==> src/rtl/lsu_bus_ctrl.sv <==
// -----------------------------------------------------------------------------
// lsu_bus_ctrl
//
// Purpose: load/store bus controller sitting after the instruction decoder.
// Takes one memory request at a time. It checks the request's alignment,
// runs a single req/ack data-bus transaction with per-byte write enables, and
// returns aligned, sign- or zero-extended load data to writeback. It stalls the
// pipeline while a transaction is open.
//
// Optional feature macro: LSU_TIMEOUT_EN
//   When defined, a BUSY cycle counter aborts a transaction that receives no
//   ack within TIMEOUT_CYCLES cycles, and bus_err_out pulses for one cycle.
//   When undefined, BUSY waits indefinitely and bus_err_out is tied to 0.
//
// Parameters:
//   TIMEOUT_CYCLES   BUSY cycles without ack before abort (LSU_TIMEOUT_EN only)
//
// Ports:
//   clk_in, rst_n_in        clock (rising edge), asynchronous active-low reset
//   mem_wr_req_in           store request (wins when both requests are high)
//   mem_rd_req_in           load request
//   load_size_in[1:0]       00 byte, 01 half, 10 word, 11 reserved
//   load_unsigned_in        1 = zero-extend the load result
//   flush_in                kills a pending request or load result
//   addr_in[31:0]           effective address
//   wdata_in[31:0]          store data
//   dbus_req_out            bus request, held until ack
//   dbus_wr_out             1 = write cycle
//   dbus_addr_out[31:0]     word-aligned address
//   dbus_wdata_out[31:0]    lane-replicated store data
//   dbus_wmask_out[3:0]     byte enables, 0000 on reads
//   dbus_ack_in             bus completion, rdata valid in the same cycle
//   dbus_rdata_in[31:0]     read data word
//   stall_out               hold the upstream pipeline
//   load_data_out[31:0]     extended load result (holds between strobes)
//   load_valid_out          one-cycle strobe, load_data_out valid
//   misaligned_out          one-cycle strobe, request rejected
//   bus_err_out             one-cycle strobe, timeout abort
//
// Bus handshake: dbus_req_out rises the cycle after a request is accepted.
// It stays high, together with stable dbus_wr/addr/wdata/wmask, up to and
// including the first cycle in which dbus_ack_in is high. That cycle completes
// the transfer; for reads, dbus_rdata_in is sampled in that same cycle.
// -----------------------------------------------------------------------------
module lsu_bus_ctrl #(
  parameter int unsigned TIMEOUT_CYCLES = 255
) (
  input  logic        clk_in,
  input  logic        rst_n_in,
  input  logic        mem_wr_req_in,
  input  logic        mem_rd_req_in,
  input  logic [1:0]  load_size_in,
  input  logic        load_unsigned_in,
  input  logic        flush_in,
  input  logic [31:0] addr_in,
  input  logic [31:0] wdata_in,
  output logic        dbus_req_out,
  output logic        dbus_wr_out,
  output logic [31:0] dbus_addr_out,
  output logic [31:0] dbus_wdata_out,
  output logic [3:0]  dbus_wmask_out,
  input  logic        dbus_ack_in,
  input  logic [31:0] dbus_rdata_in,
  output logic        stall_out,
  output logic [31:0] load_data_out,
  output logic        load_valid_out,
  output logic        misaligned_out,
  output logic        bus_err_out
);

  if (TIMEOUT_CYCLES < 1) begin : g_bad_timeout
    $error("lsu_bus_ctrl: TIMEOUT_CYCLES must be at least 1");
  end

  typedef enum logic [1:0] {
    ST_IDLE = 2'd0,
    ST_BUSY = 2'd1,
    ST_DONE = 2'd2
  } state_t;

  state_t      state_q, state_d;
  logic [31:0] addr_q, addr_d;
  logic [31:0] wdata_q, wdata_d;
  logic [3:0]  wmask_q, wmask_d;
  logic [1:0]  size_q, size_d;
  logic        uns_q, uns_d;
  logic        wr_q, wr_d;
  logic        kill_q, kill_d;
  logic        misaligned_q, misaligned_d;
  logic [31:0] load_data_q, load_data_d;

`ifdef LSU_TIMEOUT_EN
  localparam int CNT_W = (TIMEOUT_CYCLES > 255) ? $clog2(TIMEOUT_CYCLES + 1) : 8;
  logic [CNT_W-1:0] cnt_q, cnt_d;
  logic             bus_err_q, bus_err_d;
  logic             timeout;
  // The last no-ack BUSY cycle is the one where the count reaches TIMEOUT_CYCLES-1.
  assign timeout = (cnt_q == CNT_W'(TIMEOUT_CYCLES - 1));
`endif

  // Request decode
  logic        req_any;
  logic        aligned;
  logic        accept;
  logic        reject;
  logic [3:0]  st_mask;
  logic [31:0] st_data;

  always_comb begin
    req_any = mem_wr_req_in | mem_rd_req_in;
    aligned = 1'b0;
    st_mask = 4'b1111;
    st_data = wdata_in;
    case (load_size_in)
      2'b00: begin
        aligned = 1'b1;
        st_mask = 4'b0001 << addr_in[1:0];
        st_data = {4{wdata_in[7:0]}};
      end
      2'b01: begin
        aligned = ~addr_in[0];
        st_mask = 4'b0011 << {addr_in[1], 1'b0};
        st_data = {2{wdata_in[15:0]}};
      end
      2'b10: begin
        aligned = (addr_in[1:0] == 2'b00);
      end
      default: aligned = 1'b0;  // reserved size is always rejected
    endcase
    accept = (state_q == ST_IDLE) & req_any & ~flush_in & aligned;
    reject = (state_q == ST_IDLE) & req_any & ~flush_in & ~aligned;
  end

  // Load extraction: bring the addressed lane down to bit 0, then extend.
  logic [31:0] shifted;
  logic [31:0] ext_data;

  always_comb begin
    shifted = dbus_rdata_in >> {addr_q[1:0], 3'b000};
    case (size_q)
      2'b00:   ext_data = uns_q ? {24'b0, shifted[7:0]}
                                : {{24{shifted[7]}}, shifted[7:0]};
      2'b01:   ext_data = uns_q ? {16'b0, shifted[15:0]}
                                : {{16{shifted[15]}}, shifted[15:0]};
      default: ext_data = shifted;  // word loads are aligned, so no shift occurs
    endcase
  end

  // Next state and datapath
  always_comb begin
    state_d      = state_q;
    addr_d       = addr_q;
    wdata_d      = wdata_q;
    wmask_d      = wmask_q;
    size_d       = size_q;
    uns_d        = uns_q;
    wr_d         = wr_q;
    kill_d       = kill_q;
    misaligned_d = reject;
    load_data_d  = load_data_q;
`ifdef LSU_TIMEOUT_EN
    cnt_d        = cnt_q;
    bus_err_d    = 1'b0;
`endif

    case (state_q)
      ST_IDLE: begin
        if (accept) begin
          state_d = ST_BUSY;
          addr_d  = addr_in;
          wdata_d = st_data;
          wr_d    = mem_wr_req_in;
          wmask_d = mem_wr_req_in ? st_mask : 4'b0000;
          size_d  = load_size_in;
          uns_d   = load_unsigned_in;
          kill_d  = 1'b0;
`ifdef LSU_TIMEOUT_EN
          cnt_d   = '0;
`endif
        end
      end

      ST_BUSY: begin
        // A flush never aborts the handshake; it only marks the result as dead.
        kill_d = kill_q | flush_in;
        if (dbus_ack_in) begin
          if (wr_q || kill_q || flush_in) begin
            state_d = ST_IDLE;
          end else begin
            state_d     = ST_DONE;
            load_data_d = ext_data;
          end
        end
`ifdef LSU_TIMEOUT_EN
        else if (timeout) begin
          state_d   = ST_IDLE;
          bus_err_d = 1'b1;
        end else begin
          cnt_d = cnt_q + 1'b1;
        end
`endif
      end

      ST_DONE: begin
        state_d = ST_IDLE;
      end

      default: state_d = ST_IDLE;
    endcase
  end

  always_ff @(posedge clk_in or negedge rst_n_in) begin
    if (!rst_n_in) begin
      state_q      <= ST_IDLE;
      addr_q       <= '0;
      wdata_q      <= '0;
      wmask_q      <= '0;
      size_q       <= '0;
      uns_q        <= 1'b0;
      wr_q         <= 1'b0;
      kill_q       <= 1'b0;
      misaligned_q <= 1'b0;
      load_data_q  <= '0;
`ifdef LSU_TIMEOUT_EN
      cnt_q        <= '0;
      bus_err_q    <= 1'b0;
`endif
    end else begin
      state_q      <= state_d;
      addr_q       <= addr_d;
      wdata_q      <= wdata_d;
      wmask_q      <= wmask_d;
      size_q       <= size_d;
      uns_q        <= uns_d;
      wr_q         <= wr_d;
      kill_q       <= kill_d;
      misaligned_q <= misaligned_d;
      load_data_q  <= load_data_d;
`ifdef LSU_TIMEOUT_EN
      cnt_q        <= cnt_d;
      bus_err_q    <= bus_err_d;
`endif
    end
  end

  // Outputs
  assign dbus_req_out   = (state_q == ST_BUSY);
  assign dbus_wr_out    = wr_q;
  assign dbus_addr_out  = {addr_q[31:2], 2'b00};
  assign dbus_wdata_out = wdata_q;
  assign dbus_wmask_out = wmask_q;
  // Stall drops in DONE, the cycle in which the load result is presented.
  assign stall_out      = accept | (state_q == ST_BUSY);
  assign load_valid_out = (state_q == ST_DONE) & ~flush_in;
  assign load_data_out  = load_data_q;
  assign misaligned_out = misaligned_q;
`ifdef LSU_TIMEOUT_EN
  assign bus_err_out    = bus_err_q;
`else
  assign bus_err_out    = 1'b0;
`endif

endmodule

==> config.mk <==
export PLATFORM = sky130hd
export DESIGN_NAME = lsu_bus_ctrl
export DESIGN_NICKNAME = d
export VERILOG_FILES = /design/src/rtl/lsu_bus_ctrl.sv
export SDC_FILE = /design/constraint.sdc
export NUM_CORES = 1
export LEC_CHECK = 0
export ABC_AREA = 1
export CAP_MARGIN = 5
export CELL_PAD_IN_SITES_DETAIL_PLACEMENT = 0
export CELL_PAD_IN_SITES_GLOBAL_PLACEMENT = 1
export CORE_UTILIZATION = 34
export CTS_BUF_LIST = sky130_fd_sc_hd__clkbuf_2
export DETAILED_ROUTE_END_ITERATION = 10
export GPL_ROUTABILITY_DRIVEN = 0
export PLACE_DENSITY = 0.9
export SLEW_MARGIN = 10
export SYNTH_ARGS = -nofsm -noshare
export SYNTH_HDL_FRONTEND = slang
export SYNTH_SLANG_ARGS = --single-unit
==> constraint.sdc <==
create_clock -name clk_in -period 2.5 [get_ports clk_in]
set_clock_uncertainty 0.2 [all_clocks]
set_input_delay 0.5 -clock clk_in [delete_from_list [all_inputs] [get_ports clk_in]]
set_output_delay 0.5 -clock clk_in [all_outputs]
set_load 0.02 [all_outputs]
Yosys cells after proc, flatten, opt, wreduce, memory -nomap -nowiden
Cells that the tools add are included.
{"block": "word_totals", "ff_bits": 108, "output_inout_bits": 106, "elab_cells": 56}
{"block": "op_classes", "n_eq_ne": 7, "shifts": 3, "mux": 13, "bitwise_logic": 12, "reduce_logical": 11}
{"operator": "$pmux 32 s2", "count": 2}
{"operator": "$mux 32", "count": 2}
{"operator": "$shr 32x5->32", "count": 1}
{"operator": "$logic_not 2->1", "count": 4}
{"operator": "$pmux 4 s2", "count": 1}
{"operator": "$eq 2x1->1 const B", "count": 3}
{"operator": "$mux 2", "count": 3}
{"operator": "$reduce_and 2->1", "count": 3}
{"operator": "$and 1x1->1", "count": 5}
{"operator": "$eq 2x2->1 const B", "count": 2}
{"operator": "$mux 4", "count": 1}
{"operator": "$not 1->1", "count": 4}
{"operator": "$pmux 2 s2", "count": 1}
{"operator": "$shl 1x2->4 const A", "count": 1}
{"operator": "$shl 2x2->4 const A", "count": 1}
{"operator": "$or 1x1->1", "count": 3}
{"operator": "$pmux 1 s3", "count": 1}
{"operator": "$reduce_and 3->1", "count": 1}
{"operator": "$logic_or 1x1->1", "count": 2}
{"operator": "$ne 2x1->1 const B", "count": 1}
{"operator": "$ne 2x2->1 const B", "count": 1}
{"operator": "$pmux 1 s2", "count": 1}
{"operator": "$reduce_bool 2->1", "count": 1}
{"operator": "$mux 1", "count": 1}

Depth between registers and ports, before layout
{"block": "depth", "depth_word": 6, "depth_mapped": 10, "mapped_depth_nobuf": 8}

Worst setup path after synthesis
OpenSTA, ideal clock, no wires.
{"block": "synth_path", "path_kind": "input port to output port", "startpoint": "in load_size_in[0]", "endpoint": "out stall_out", "arrival_time_ns": 1.520, "slack_ns": 0.280, "stages": 8, "cell_sequence": "buf_4 -> o21ai_2 -> o21ai_2 -> nor2_4 -> inv_2 -> buf_6 -> buf_6 -> o21ai_0"}
{"block": "synth_via", "elab_chain_len": 4, "elab_cells_between_ends": 6, "classes_between": "eq/ne: 2; mux: 1; bitwise: 2; reduce/logical: 1"}
{"element": "from (decl)", "line": "52", "text": "input logic [1:0] load_size_in,"}
{"element": "$eq 2x2->1 (tied with other cells)", "line": "114", "text": "case (load_size_in)"}
{"element": "$pmux 1 s3 (*)", "line": "114"}
{"element": "$and 1x1->1 (*)", "line": "130", "text": "accept = (state_q == ST_IDLE) & req_any & ~flush_in & aligned;"}
{"element": "$or 1x1->1 (*)", "line": "253", "text": "assign stall_out = accept | (state_q == ST_BUSY);"}
{"element": "to (decl)", "line": "64", "text": "output logic stall_out,"}
Every way passes the cells marked *; elsewhere a longest branch is shown, timed or not.

Worst setup path in the final report
{"block": "layout_path", "startpoint": "in load_size_in[1]", "endpoint": "out stall_out"}
Same word-level chain as after synthesis.

==> results.json <==
{
  "fmax_mhz": 411,
  "startpoint_type": "input port",
  "vdd_drop_max_mv": 0.455,
  "syn_inst": 762,
  "cp.arrival_ps": 1730,
  "status": "finished clean",
  "synth_area_per_cell_um2": 7.38,
  "cp-startpoint": "load_size_in[1]",
  "fin_area_um2": 7930,
  "root_buffer": "clkbuf_2",
  "holdCritPathClass": "in -> reg",
  "grt.overflow.total": 0,
  "async_reset_ff_frac": 1.00,
  "drive_gt1_frac": 0.0837,
  "synth-edff-count": 0,
  "regArea_um2": 2700,
  "synth_common_cells": "nand2_1, dfrtp_1, nand3_1",
  "vias_per_cell": 4.49,
  "grt_pass1_vias": 5106,
  "yosysSeqAreaShare": 0.481,
  "r2r_end": "dbus_wmask_out[0]",
  "cp_max_fo": 4,
  "maxSlewViolCount": 0,
  "endpoint_kind": "primary output",
  "totalWireLength_um": 16400,
  "start_util": 0.352,
  "fillers": 1657,
  "clk_pin_slew_ps": 320,
  "yosys_warnings": 0,
  "cts_sinks": 108,
  "r2r-start": "state_q[1]",
  "netlist_area_um2": 5620,
  "r2r.worst_path.cells": 7,
  "critPathKind": "in -> out",
  "crit_path_end": "stall_out",
  "cts_buffer_depth": 2,
  "io_pins": 211,
  "rows": 46,
  "antenna_found_initial": 1,
  "tns_ps": 0,
  "worstPathRequired_ps": 1800,
  "nNetsFinal": 1044,
  "grt_pass1_wl_um": 25800,
  "grtUsageTotal": 0.199,
  "ys.flop_type": "dfrtp_1",
  "whs_path_depth": 3,
  "wire_per_inst_um": 14.1,
  "synth_most_common_cell": "nand2_1",
  "post-route-period-util": 0.972,
  "drt_iter0_drc": 228,
  "hold_slack_ps": 135,
  "grt_start_max_net_pins": 109,
  "placed_cell_area_um2": 7720,
  "synth_area_leaders": "dfrtp_1, nand2_1, buf_4",
  "area_growth_pct": 40.9,
  "first_pass_iters": 4,
  "yosysUniqueCellTypes": 20,
  "cts_htree_levels": 3,
  "hold_viol": 0,
  "synth_seq_cells": 108,
  "yosysTopAreaCell": "dfrtp_1",
  "slew_headroom": 0.448,
  "multiInputGateArea_um2": 2240,
  "port_buffers": 207,
  "core-area_um2": 16000,
  "routed-via-count": 5211,
  "die_w_um": 131,
  "dieArea_um2": 17100,
  "antenna_left": 0,
  "worst_slew_pin_slew_ps": 828,
  "numCtsBuffers": 9,
  "cap_violations": 0,
  "pwr_density_cell_nw_per_um2": 888,
  "r2r_setup_slack_ps": 520,
  "place_hpwl_um": 11700,
  "post-route-min-period_ps": 2430,
  "synth_top_area_frac": 0.481,
  "clk_latency_ps": 640,
  "die_y_um": 131,
  "drc": 0,
  "finalSetupViolCount": 0,
  "cts_tree": "yes",
  "power_mw": 7.04,
  "total_leakage_power_nw": 4.07
}
==> final cells by class <==
| type | count | share of cell area |
|---|---|---|
| tap | 216 | 0.0341 |
| timing repair buffer | 236 | 0.295 |
| antenna | 1 | 0.000316 |
| clock buffer | 9 | 0.00568 |
| multi-input combinational | 527 | 0.283 |
| sequential | 108 | 0.341 |
| clock inverter | 7 | 0.0139 |
| inverter | 57 | 0.0270 |
==> placed cells by master (no fill, tap or decap), types with 2 or more instances in the layout <==
cell | Yosys | routed
or2_2 | 18 | 18
conb_1 | 1 | 3
nor2_4 | 2 | 2
buf_12 | 0 | 3
nand3_2 | 2 | 2
nand2_1 | 340 | 340
a21oi_1 | 12 | 12
o21ai_0 | 33 | 32
nor2_1 | 51 | 51
dlymetal6s2s_1 | 0 | 5
clkdlybuf4s50_1 | 0 | 198
o21ai_4 | 0 | 2
buf_4 | 42 | 26
inv_1 | 53 | 53
inv_6 | 0 | 2
inv_2 | 4 | 4
or2_1 | 5 | 5
nand3_1 | 57 | 57
bufinv_16 | 0 | 2
dfrtp_1 | 108 | 107
clkbuf_2 | 0 | 10
==> per-layer routing <==
metal	part of all wire	vias up	GRT usage
li1	-	2639	-
met5	0	-	0
met1	0.42	2376	0.242
met3	0.10	11	0.0745
met2	0.46	185	0.326
met4	0.0092	0	0.0609
==> kinds of logic (layout without fill, tap and decap cells) <==
group                  Yosys count  after routing  share of synthesized area
other                            1              4                   0.000667
and+or+nand+nor                477            477                      0.351
AOI/OAI and AO/OA               47             47                     0.0432
DFF                            108            108                      0.481
buffers and inverters          129            309                      0.125
==> power breakdown <==
group          internal (mW)  switching (mW)  leakage (nW)
Combinational           1.59            1.83          2.64
Clock                  0.349           0.640        0.0859
Sequential              2.31           0.326          1.35
Total                   4.24            2.80          4.07
==> how the worst min path moves through the flow <==
stage,startpoint,end,slack (ps)
floorplan,rst_n_in,addr_q[0],4
global placement,addr_q[28],addr_q[28],250
detailed placement,addr_q[28],addr_q[28],260
CTS,addr_in[26],addr_q[26],90
global route,addr_in[16],addr_q[16],110
finish,addr_in[29],addr_q[29],130
==> state kept, by name, summed over array words and instances, names as in the netlist <==
signal          count
size_q              2
kill_q              1
dbus_wr_out         1
dbus_wdata_out     32
state_q             2
load_data_out      32
addr_q             32
dbus_wmask_out      4
uns_q               1
misaligned_out      1
==> per-stage QoR <==
stage,util,setup WS (ps),instances
after floorplan,-,280,764
after CTS,0.493,-198,1159
after global placement,0.483,-439,1142
after global routing,0.495,-6.62,1161
final,0.495,69.0,1161
after detailed placement,0.483,-430,1142
==> critical path, cell delays in order <==
cell and delay [ps]:
clkdlybuf4s50_1 490, buf_4 180, nor2_8 60, o21ai_4 180, nor2_4 60, inv_2 60
o21ai_2 50, buf_4 150
==> repair_timing <==
| action | CTS | global route |
|---|---|---|
| gates resized for setup | 4 | 17 |
| pin swaps | 0 | 3 |
| hold endpoints to repair | 108 | 0 |
| hold buffers | 1 | 0 |
| cloned | 0 | 0 |
| setup buffers | 0 | 1 |
| endpoints found under the setup margin | 3 | 6 |
Note: power is estimated with default switching activity, not from simulation.
